===== src/rtl/slot_pkg.sv =====
// Shared constants and state type for the coin payout path.
package slot_pkg;

  localparam int CREDIT_W_DEF    = 5;
  localparam int ACK_TIMEOUT_DEF = 50_000_000;
  localparam int GAP_CYCLES_DEF  = 12_500_000;

  typedef enum logic [2:0] {
    IDLE,
    DRIVE,
    GAP,
    DONE,
    JAM
  } state_e;

  // One shared counter times both DRIVE and GAP, so size it for the longer of the two.
  function automatic int timer_width(input int ack_cycles, input int gap_cycles);
    int longest;
    longest = (ack_cycles > gap_cycles) ? ack_cycles : gap_cycles;
    return (longest > 1) ? $clog2(longest) : 1;
  endfunction

endpackage


===== src/rtl/payout_dispenser_if.sv =====
// Signal bundle between the cash-out/credit logic, the hopper pins and the payout controller.
interface payout_dispenser_if #(
  parameter int CREDIT_W = 5
);
  logic                cashout;
  logic [CREDIT_W-1:0] credit_in;
  logic                coin_sensed;
  logic                coin_out;
  logic                busy;
  logic [CREDIT_W-1:0] remaining;
  logic [CREDIT_W-1:0] paid_count;
  logic                done;
  logic                jam;

  modport master (
    output cashout, credit_in, coin_sensed,
    input  coin_out, busy, remaining, paid_count, done, jam
  );

  modport slave (
    input  cashout, credit_in, coin_sensed,
    output coin_out, busy, remaining, paid_count, done, jam
  );
endinterface


===== src/rtl/sync_edge.sv =====
// Optional 2-flop synchroniser followed by a rising-edge detector (one-cycle pulse).
module sync_edge #(
  parameter bit SYNC_EN = 1'b1
) (
  input  logic clk,
  input  logic rst,
  input  logic sig_i,
  output logic rise_o
);

  logic sync_w;
  logic prev_q;

  if (SYNC_EN) begin : g_sync
    logic meta_q;
    logic sync_q;

    always_ff @(posedge clk or posedge rst) begin
      if (rst) begin
        meta_q <= 1'b0;
        sync_q <= 1'b0;
      end else begin
        meta_q <= sig_i;
        sync_q <= meta_q;
      end
    end

    assign sync_w = sync_q;
  end else begin : g_bypass
    assign sync_w = sig_i;
  end

  always_ff @(posedge clk or posedge rst) begin
    if (rst) begin
      prev_q <= 1'b0;
    end else begin
      prev_q <= sync_w;
    end
  end

  assign rise_o = sync_w & ~prev_q;

endmodule


===== src/rtl/payout_dispenser.sv =====
// Pays out a credit snapshot one hopper coin at a time, each confirmed by the coin sensor.
// Build option JAM_RETRY_EN gives each coin one retry (via GAP) before declaring a jam.
//   state | meaning
//   IDLE  | waiting for a cash-out rise
//   DRIVE | coin_out high, waiting for the sensor to confirm
//   GAP   | hopper recovery between coins
//   DONE  | one-cycle completion pulse
//   JAM   | sensor never confirmed; waits for a new cash-out rise
module payout_dispenser
  import slot_pkg::*;
#(
  parameter int CREDIT_W    = CREDIT_W_DEF,
  parameter int ACK_TIMEOUT = ACK_TIMEOUT_DEF,
  parameter int GAP_CYCLES  = GAP_CYCLES_DEF
) (
  input logic               CLOCK_50,
  input logic               reset,
  payout_dispenser_if.slave bus
);

  localparam int TIMER_W = timer_width(ACK_TIMEOUT, GAP_CYCLES);
  localparam logic [TIMER_W-1:0] ACK_LAST = TIMER_W'(ACK_TIMEOUT - 1);
  localparam logic [TIMER_W-1:0] GAP_LAST = TIMER_W'(GAP_CYCLES - 1);

  logic coin_rise;
  logic cash_rise;

  state_e              state_q, state_d;
  logic [TIMER_W-1:0]  timer_q, timer_d;
  logic [CREDIT_W-1:0] rem_q, rem_d;
  logic [CREDIT_W-1:0] paid_q, paid_d;
  logic                jam_q, jam_d;
  logic                done_q, done_d;
  logic                coin_q, busy_q;
`ifdef JAM_RETRY_EN
  logic                retry_q, retry_d;
`endif

  sync_edge #(.SYNC_EN(1'b1)) u_coin_edge (
    .clk    (CLOCK_50),
    .rst    (reset),
    .sig_i  (bus.coin_sensed),
    .rise_o (coin_rise)
  );

  // cashout comes from on-chip logic already in this clock domain
  sync_edge #(.SYNC_EN(1'b0)) u_cash_edge (
    .clk    (CLOCK_50),
    .rst    (reset),
    .sig_i  (bus.cashout),
    .rise_o (cash_rise)
  );

  always_comb begin
    state_d = state_q;
    timer_d = timer_q;
    rem_d   = rem_q;
    paid_d  = paid_q;
    jam_d   = jam_q;
    done_d  = 1'b0;
`ifdef JAM_RETRY_EN
    retry_d = retry_q;
`endif
    unique case (state_q)
      IDLE, JAM: begin
        if (cash_rise) begin
          jam_d   = 1'b0;
          rem_d   = bus.credit_in;
          paid_d  = '0;
          timer_d = '0;
`ifdef JAM_RETRY_EN
          retry_d = 1'b0;
`endif
          if (bus.credit_in != '0) begin
            state_d = DRIVE;
          end else begin
            state_d = IDLE;
            done_d  = 1'b1;
          end
        end
      end
      DRIVE: begin
        // a confirmation landing on the timeout cycle still counts as paid
        if (coin_rise) begin
          rem_d   = rem_q - 1'b1;
          paid_d  = paid_q + 1'b1;
          timer_d = '0;
`ifdef JAM_RETRY_EN
          retry_d = 1'b0;
`endif
          if (rem_q == CREDIT_W'(1)) begin
            state_d = DONE;
            done_d  = 1'b1;
          end else begin
            state_d = GAP;
          end
        end else if (timer_q == ACK_LAST) begin
          timer_d = '0;
`ifdef JAM_RETRY_EN
          if (!retry_q) begin
            retry_d = 1'b1;
            state_d = GAP;
          end else begin
            state_d = JAM;
            jam_d   = 1'b1;
          end
`else
          state_d = JAM;
          jam_d   = 1'b1;
`endif
        end else begin
          timer_d = timer_q + 1'b1;
        end
      end
      GAP: begin
        if (timer_q == GAP_LAST) begin
          timer_d = '0;
          state_d = DRIVE;
        end else begin
          timer_d = timer_q + 1'b1;
        end
      end
      DONE: begin
        state_d = IDLE;
      end
      default: begin
        state_d = IDLE;
        timer_d = '0;
      end
    endcase
  end

  always_ff @(posedge CLOCK_50 or posedge reset) begin
    if (reset) begin
      state_q <= IDLE;
      timer_q <= '0;
      rem_q   <= '0;
      paid_q  <= '0;
      jam_q   <= 1'b0;
      done_q  <= 1'b0;
      coin_q  <= 1'b0;
      busy_q  <= 1'b0;
    end else begin
      state_q <= state_d;
      timer_q <= timer_d;
      rem_q   <= rem_d;
      paid_q  <= paid_d;
      jam_q   <= jam_d;
      done_q  <= done_d;
      coin_q  <= (state_d == DRIVE);
      busy_q  <= (state_d == DRIVE) || (state_d == GAP);
    end
  end

`ifdef JAM_RETRY_EN
  always_ff @(posedge CLOCK_50 or posedge reset) begin
    if (reset) begin
      retry_q <= 1'b0;
    end else begin
      retry_q <= retry_d;
    end
  end
`endif

  assign bus.coin_out   = coin_q;
  assign bus.busy       = busy_q;
  assign bus.remaining  = rem_q;
  assign bus.paid_count = paid_q;
  assign bus.done       = done_q;
  assign bus.jam        = jam_q;

endmodule


===== src/flat_wrapper.sv =====
// flat-port wrapper written by rule: the top's interface ports become plain ports
module payout_dispenser_flat import slot_pkg::*;
#(
  parameter int CREDIT_W    = CREDIT_W_DEF,
  parameter int ACK_TIMEOUT = ACK_TIMEOUT_DEF,
  parameter int GAP_CYCLES  = GAP_CYCLES_DEF
)
  (CLOCK_50, reset, bus_cashout, bus_credit_in, bus_coin_sensed, bus_coin_out, bus_busy, bus_remaining, bus_paid_count, bus_done, bus_jam);
  payout_dispenser_if #(.CREDIT_W(CREDIT_W)) bus_i ();
  input logic CLOCK_50;
  input logic reset;
  input wire logic [$bits(bus_i.cashout)-1:0] bus_cashout;
  input wire logic [$bits(bus_i.credit_in)-1:0] bus_credit_in;
  input wire logic [$bits(bus_i.coin_sensed)-1:0] bus_coin_sensed;
  output wire logic [$bits(bus_i.coin_out)-1:0] bus_coin_out;
  output wire logic [$bits(bus_i.busy)-1:0] bus_busy;
  output wire logic [$bits(bus_i.remaining)-1:0] bus_remaining;
  output wire logic [$bits(bus_i.paid_count)-1:0] bus_paid_count;
  output wire logic [$bits(bus_i.done)-1:0] bus_done;
  output wire logic [$bits(bus_i.jam)-1:0] bus_jam;
  assign bus_i.cashout = bus_cashout;
  assign bus_i.credit_in = bus_credit_in;
  assign bus_i.coin_sensed = bus_coin_sensed;
  assign bus_coin_out = bus_i.coin_out;
  assign bus_busy = bus_i.busy;
  assign bus_remaining = bus_i.remaining;
  assign bus_paid_count = bus_i.paid_count;
  assign bus_done = bus_i.done;
  assign bus_jam = bus_i.jam;
  payout_dispenser #(.CREDIT_W(CREDIT_W), .ACK_TIMEOUT(ACK_TIMEOUT), .GAP_CYCLES(GAP_CYCLES)) u_core (.CLOCK_50(CLOCK_50), .reset(reset), .bus(bus_i));
endmodule

===== config.mk =====
export PLATFORM = sky130hd
export DESIGN_NAME = payout_dispenser_flat
export DESIGN_NICKNAME = d
export VERILOG_FILES = /design/src/rtl/slot_pkg.sv /design/src/rtl/payout_dispenser_if.sv /design/src/rtl/sync_edge.sv /design/src/rtl/payout_dispenser.sv /design/src/flat_wrapper.sv
export SDC_FILE = /design/constraint.sdc
export NUM_CORES = 1
export LEC_CHECK = 0
export ABC_CLOCK_PERIOD_IN_PS = 2650
export BUFFER_PORTS_ARGS = -buffer_cell sky130_fd_sc_hd__clkbuf_2
export CORE_ASPECT_RATIO = 0.8
export CORE_MARGIN = 8
export CORE_UTILIZATION = 50
export DETAILED_ROUTE_END_ITERATION = 16
export PLACE_DENSITY = 0.66
export SETUP_SLACK_MARGIN = 0.1
export SYNTH_ARGS = -nofsm -noshare
export SYNTH_HDL_FRONTEND = slang
export SYNTH_HIERARCHICAL = 1
export SYNTH_SLANG_ARGS = --single-unit

===== constraint.sdc =====
create_clock -name CLOCK_50 -period 2.65 [get_ports CLOCK_50]
set_clock_uncertainty 0.05 [all_clocks]
set_input_delay 0.265 -clock CLOCK_50 [delete_from_list [all_inputs] [get_ports CLOCK_50]]
set_output_delay 0.265 -clock CLOCK_50 [all_outputs]
set_load 0.02 [all_outputs]

==> impl_metrics.py <==
metrics = {
    "critical_path": {
        "slowest_stage": "dfrtp_1",
        "path_delay_family": "compound AO/OA/AOI/OAI gates",
        "critPathCaptureType": "register",
        "worstPathBufferInverterCount": 0,
        "crit_arrival_ns": 2.43,
        "critical_path_required_ns": 2.80,
        "max_stage_delay_ns": 0.58,
        "crit_fanout": 13,
        "crit_chain": "or3b_2 > a21oi_2 > nor2_2 > o311ai_2",
        "path_class": "reg2reg",
        "critPathLaunch": "u_core/state_q[1]",
        "timing.rr.start": "u_core/state_q[1]",
        "worstSetupStartpointType": "register",
    },
    "cts": {
        "ctsResizeCount": 0,
        "clock-sinks": 47,
        "root_buffer": "clkbuf_8",
        "h-tree-depth": 2,
        "hold_buffers": 1,
        "cts_tree": "yes",
        "clk_pin_slew_worst_paths_ns": 0.09,
        "cts_setup_buffers": 0,
        "cts_buffers": 5,
        "clk_path_buf_depth": 2,
        "clk_latency_ns": 0.29,
    },
    "layout": {
        "final_util_pct": 57.9,
        "final_cell_area_um2": 2920,
        "diodes": 0,
        "layout-drive-gt1-share_pct": 19.4,
        "area_delta_synth_final_pct": 11.6,
        "fin_nets": 316,
    },
    "floorplanning": {
        "rows": 23,
        "die_width_um": 96.9,
        "die_h_um": 80.7,
        "dieArea_um2": 7810,
        "io_pins": 23,
        "coreArea_um2": 5040,
        "start_util_pct": 51.9,
    },
    "synth": {
        "synth_seq_area_share_pct": 45.0,
        "async_flop_share_pct": 100,
        "synthesis.area_um2": 2620,
        "ys_ff_latch": 47,
        "synth-edff-count": 0,
        "ys_warn_count": 6,
        "synth_fp_nets": 288,
        "yosysUniqueCellTypes": 54,
        "syn_area_per_cell_um2": 9.51,
        "synthCells": 275,
        "synthFlopType": "dfrtp_1",
    },
    "timing": {
        "setup_slack_ns": 0.379,
        "setup_viol": 0,
        "hold_violations": 0,
        "fmax_mhz": 440,
        "rsz0062_at_grt": "no",
        "relSlewSlack_pct": 43.4,
        "tightest_slew_ns": 0.844,
        "post-route-period-util_pct": 85.7,
        "fin_setup_tns_ns": 0,
        "drv_slew": 0,
        "min_period_ns": 2.27,
    },
    "hold_path": {
        "hp-start": "bus_coin_sensed",
        "hp-class": "in2reg",
    },
    "global_route": {
        "grt_max_degree": 24,
        "grt_pass1_vias": 1922,
        "antenna_found_initial": 0,
        "grt_pass1_wl_um": 9560,
        "grt.overflow.total": 0,
        "grtUsageTotal_pct": 14.8,
    },
    "route": {
        "wl_per_cell_um": 15.2,
        "wl_met2_um": 2380,
        "drt_pass1_iterations": 6,
        "drtIter0Drc": 119,
        "highest_layer": "met4",
        "routed_wl_um": 5570,
        "dr_wl_met3_um": 216,
        "route.detailed.drc": 0,
        "vias_per_cell": 5.58,
        "wl_met1_um": 2930,
        "num_vias": 2043,
        "ant_nets": 0,
    },
    "pwr": {
        "finalPower_mw": 2.29,
        "p_leak_nw": 1.27,
        "peakVddDrop_v": 0.000398,
        "powerDensity_nw_per_um2": 786,
    },
    "run": {
        "maxCapViolCount": 0,
    },
    "placement": {
        "dp_hpwl_um": 4010,
        "io_buffers": 22,
        "dpl-instance-area_um2": 2810,
        "gp_congestion": 0.831,
        "place_ws_ns": 0.403,
    },
    "status": {
        "status": "completed",
    },
}
[worst paths after layout]
path | slack (ns) | end | depth (start not counted)
max | 0.38 | u_core/timer_q[10] | 4
min | 0.03 | u_core/u_coin_edge/g_sync.meta_q | 1
max reg2reg | 0.38 | u_core/timer_q[10] | 4
min reg2reg | 0.31 | u_core/u_coin_edge/g_sync.sync_q | 0
max in group asynchronous | 1.29 | u_core/bus.remaining[4] | 4
min in group asynchronous | 0.32 | u_core/u_cash_edge/prev_q | 3
[layer usage]
metal | global-route usage (%) | up-vias
met2 | 22.0 | 37
li1 | - | 1032
met4 | 3.22 | 0
met3 | 3.51 | 5
met1 | 21.2 | 969
met5 | 0 | -
[placed cells by master, fill, tap and decap left out, types with 2 or more instances in the layout]
master and n:
dfrtp_1 47, nor2_1 35, nand2_1 29, clkbuf_2 22, xor2_1 17, nand3_1 16, nand4_1 15, o21ai_0 14
inv_1 8, o211ai_1 8, buf_4 8, clkbuf_8 7, a21oi_1 7, nor3_1 6, nor2b_1 4, ha_1 4
or2_2 3, nand2b_1 3, and3_1 3, nor2_2 2, nor4_4 2, or4_1 2, nor4_2 2, nand4b_1 2
nor3b_1 2, o31ai_1 2, nor4_1 2, or3_1 2, o22ai_1 2, nor2b_4 2
[metrics by stage]
| stage | std cells | hold slack (ns) |
|---|---|---|
| finish | 366 | 0.0339 |
| global placement | 357 | 0.0585 |
| floorplan | 275 | -0.0563 |
| global route | 366 | 0.0163 |
| detailed placement | 357 | 0.0636 |
| CTS | 366 | 0.0236 |
[cell usage after synthesis (2+ instances only)]
cell	number	area (um2)
o211ai_1	8	60.1
nor2_2	2	12.5
nor2b_1	4	25.0
or2_2	3	18.8
nand4_1	15	93.8
nor4_2	2	25.0
inv_1	9	33.8
nand4b_1	2	17.5
or3_1	2	12.5
nor4_1	2	12.5
o31ai_1	2	15.0
nor3b_1	2	15.0
buf_4	2	15.0
xor2_1	17	149
clkbuf_1	5	18.8
nand3_1	16	80.1
nand2_1	29	109
nor2_1	35	131
buf_2	2	10.0
o21ai_0	14	70.1
and3_1	3	18.8
dfrtp_1	47	1180
or4_1	2	15.0
nand2b_1	3	18.8
o22ai_1	2	12.5
nor4_4	2	42.5
nor2b_4	2	27.5
a21oi_1	7	35.0
nor3_1	6	30.0
ha_1	4	50.1
[flip-flops by register name, indices dropped and copies added (netlist names)]
name	flops
u_core/bus.remaining	5
u_core/bus.busy	1
u_core/bus.paid_count	5
u_core/u_coin_edge/prev_q	1
u_core/u_coin_edge/g_sync.meta_q	1
u_core/timer_q	26
u_core/u_cash_edge/prev_q	1
u_core/bus.jam	1
u_core/u_coin_edge/g_sync.sync_q	1
u_core/bus.done	1
u_core/bus.coin_out	1
u_core/state_q	3
[report_power, final]
group | switching [mW] | leakage [nW] | internal (mW)
clock | 0.226 | 0.0515 | 0.238
sequential | 0.130 | 0.629 | 0.821
combinational | 0.583 | 0.590 | 0.296
[worst register-to-register path: stages (launching register included)]
cell      delay, ns
dfrtp_1        0.58
or3b_2         0.52
a21oi_2        0.53
nor2_2         0.22
o311ai_2       0.29
[cell families (layout without fill, tap and decap cells)]
kind of cell	count (synthesis)	after routing	synth area share (%)
DFF	47	47	45.0
xor gates and xnor gates	18	18	6.03
AOI/OAI and AO/OA	42	42	11.9
muxes	2	2	0.813
buffers and inverters	19	48	3.40
and+or+nand+nor	143	143	31.0
adders and majority gates	4	4	1.91
[cell type report]
cell class	instances	area [um2]
Fill cell	446	2120
Multi-Input combinational cell	209	1350
Clock buffer	8	100
Sequential cell	47	1180
Tap cell	62	77.6
Timing Repair Buffer	31	180
Inverter	9	33.8
Power figures use the tool's default switching activity.
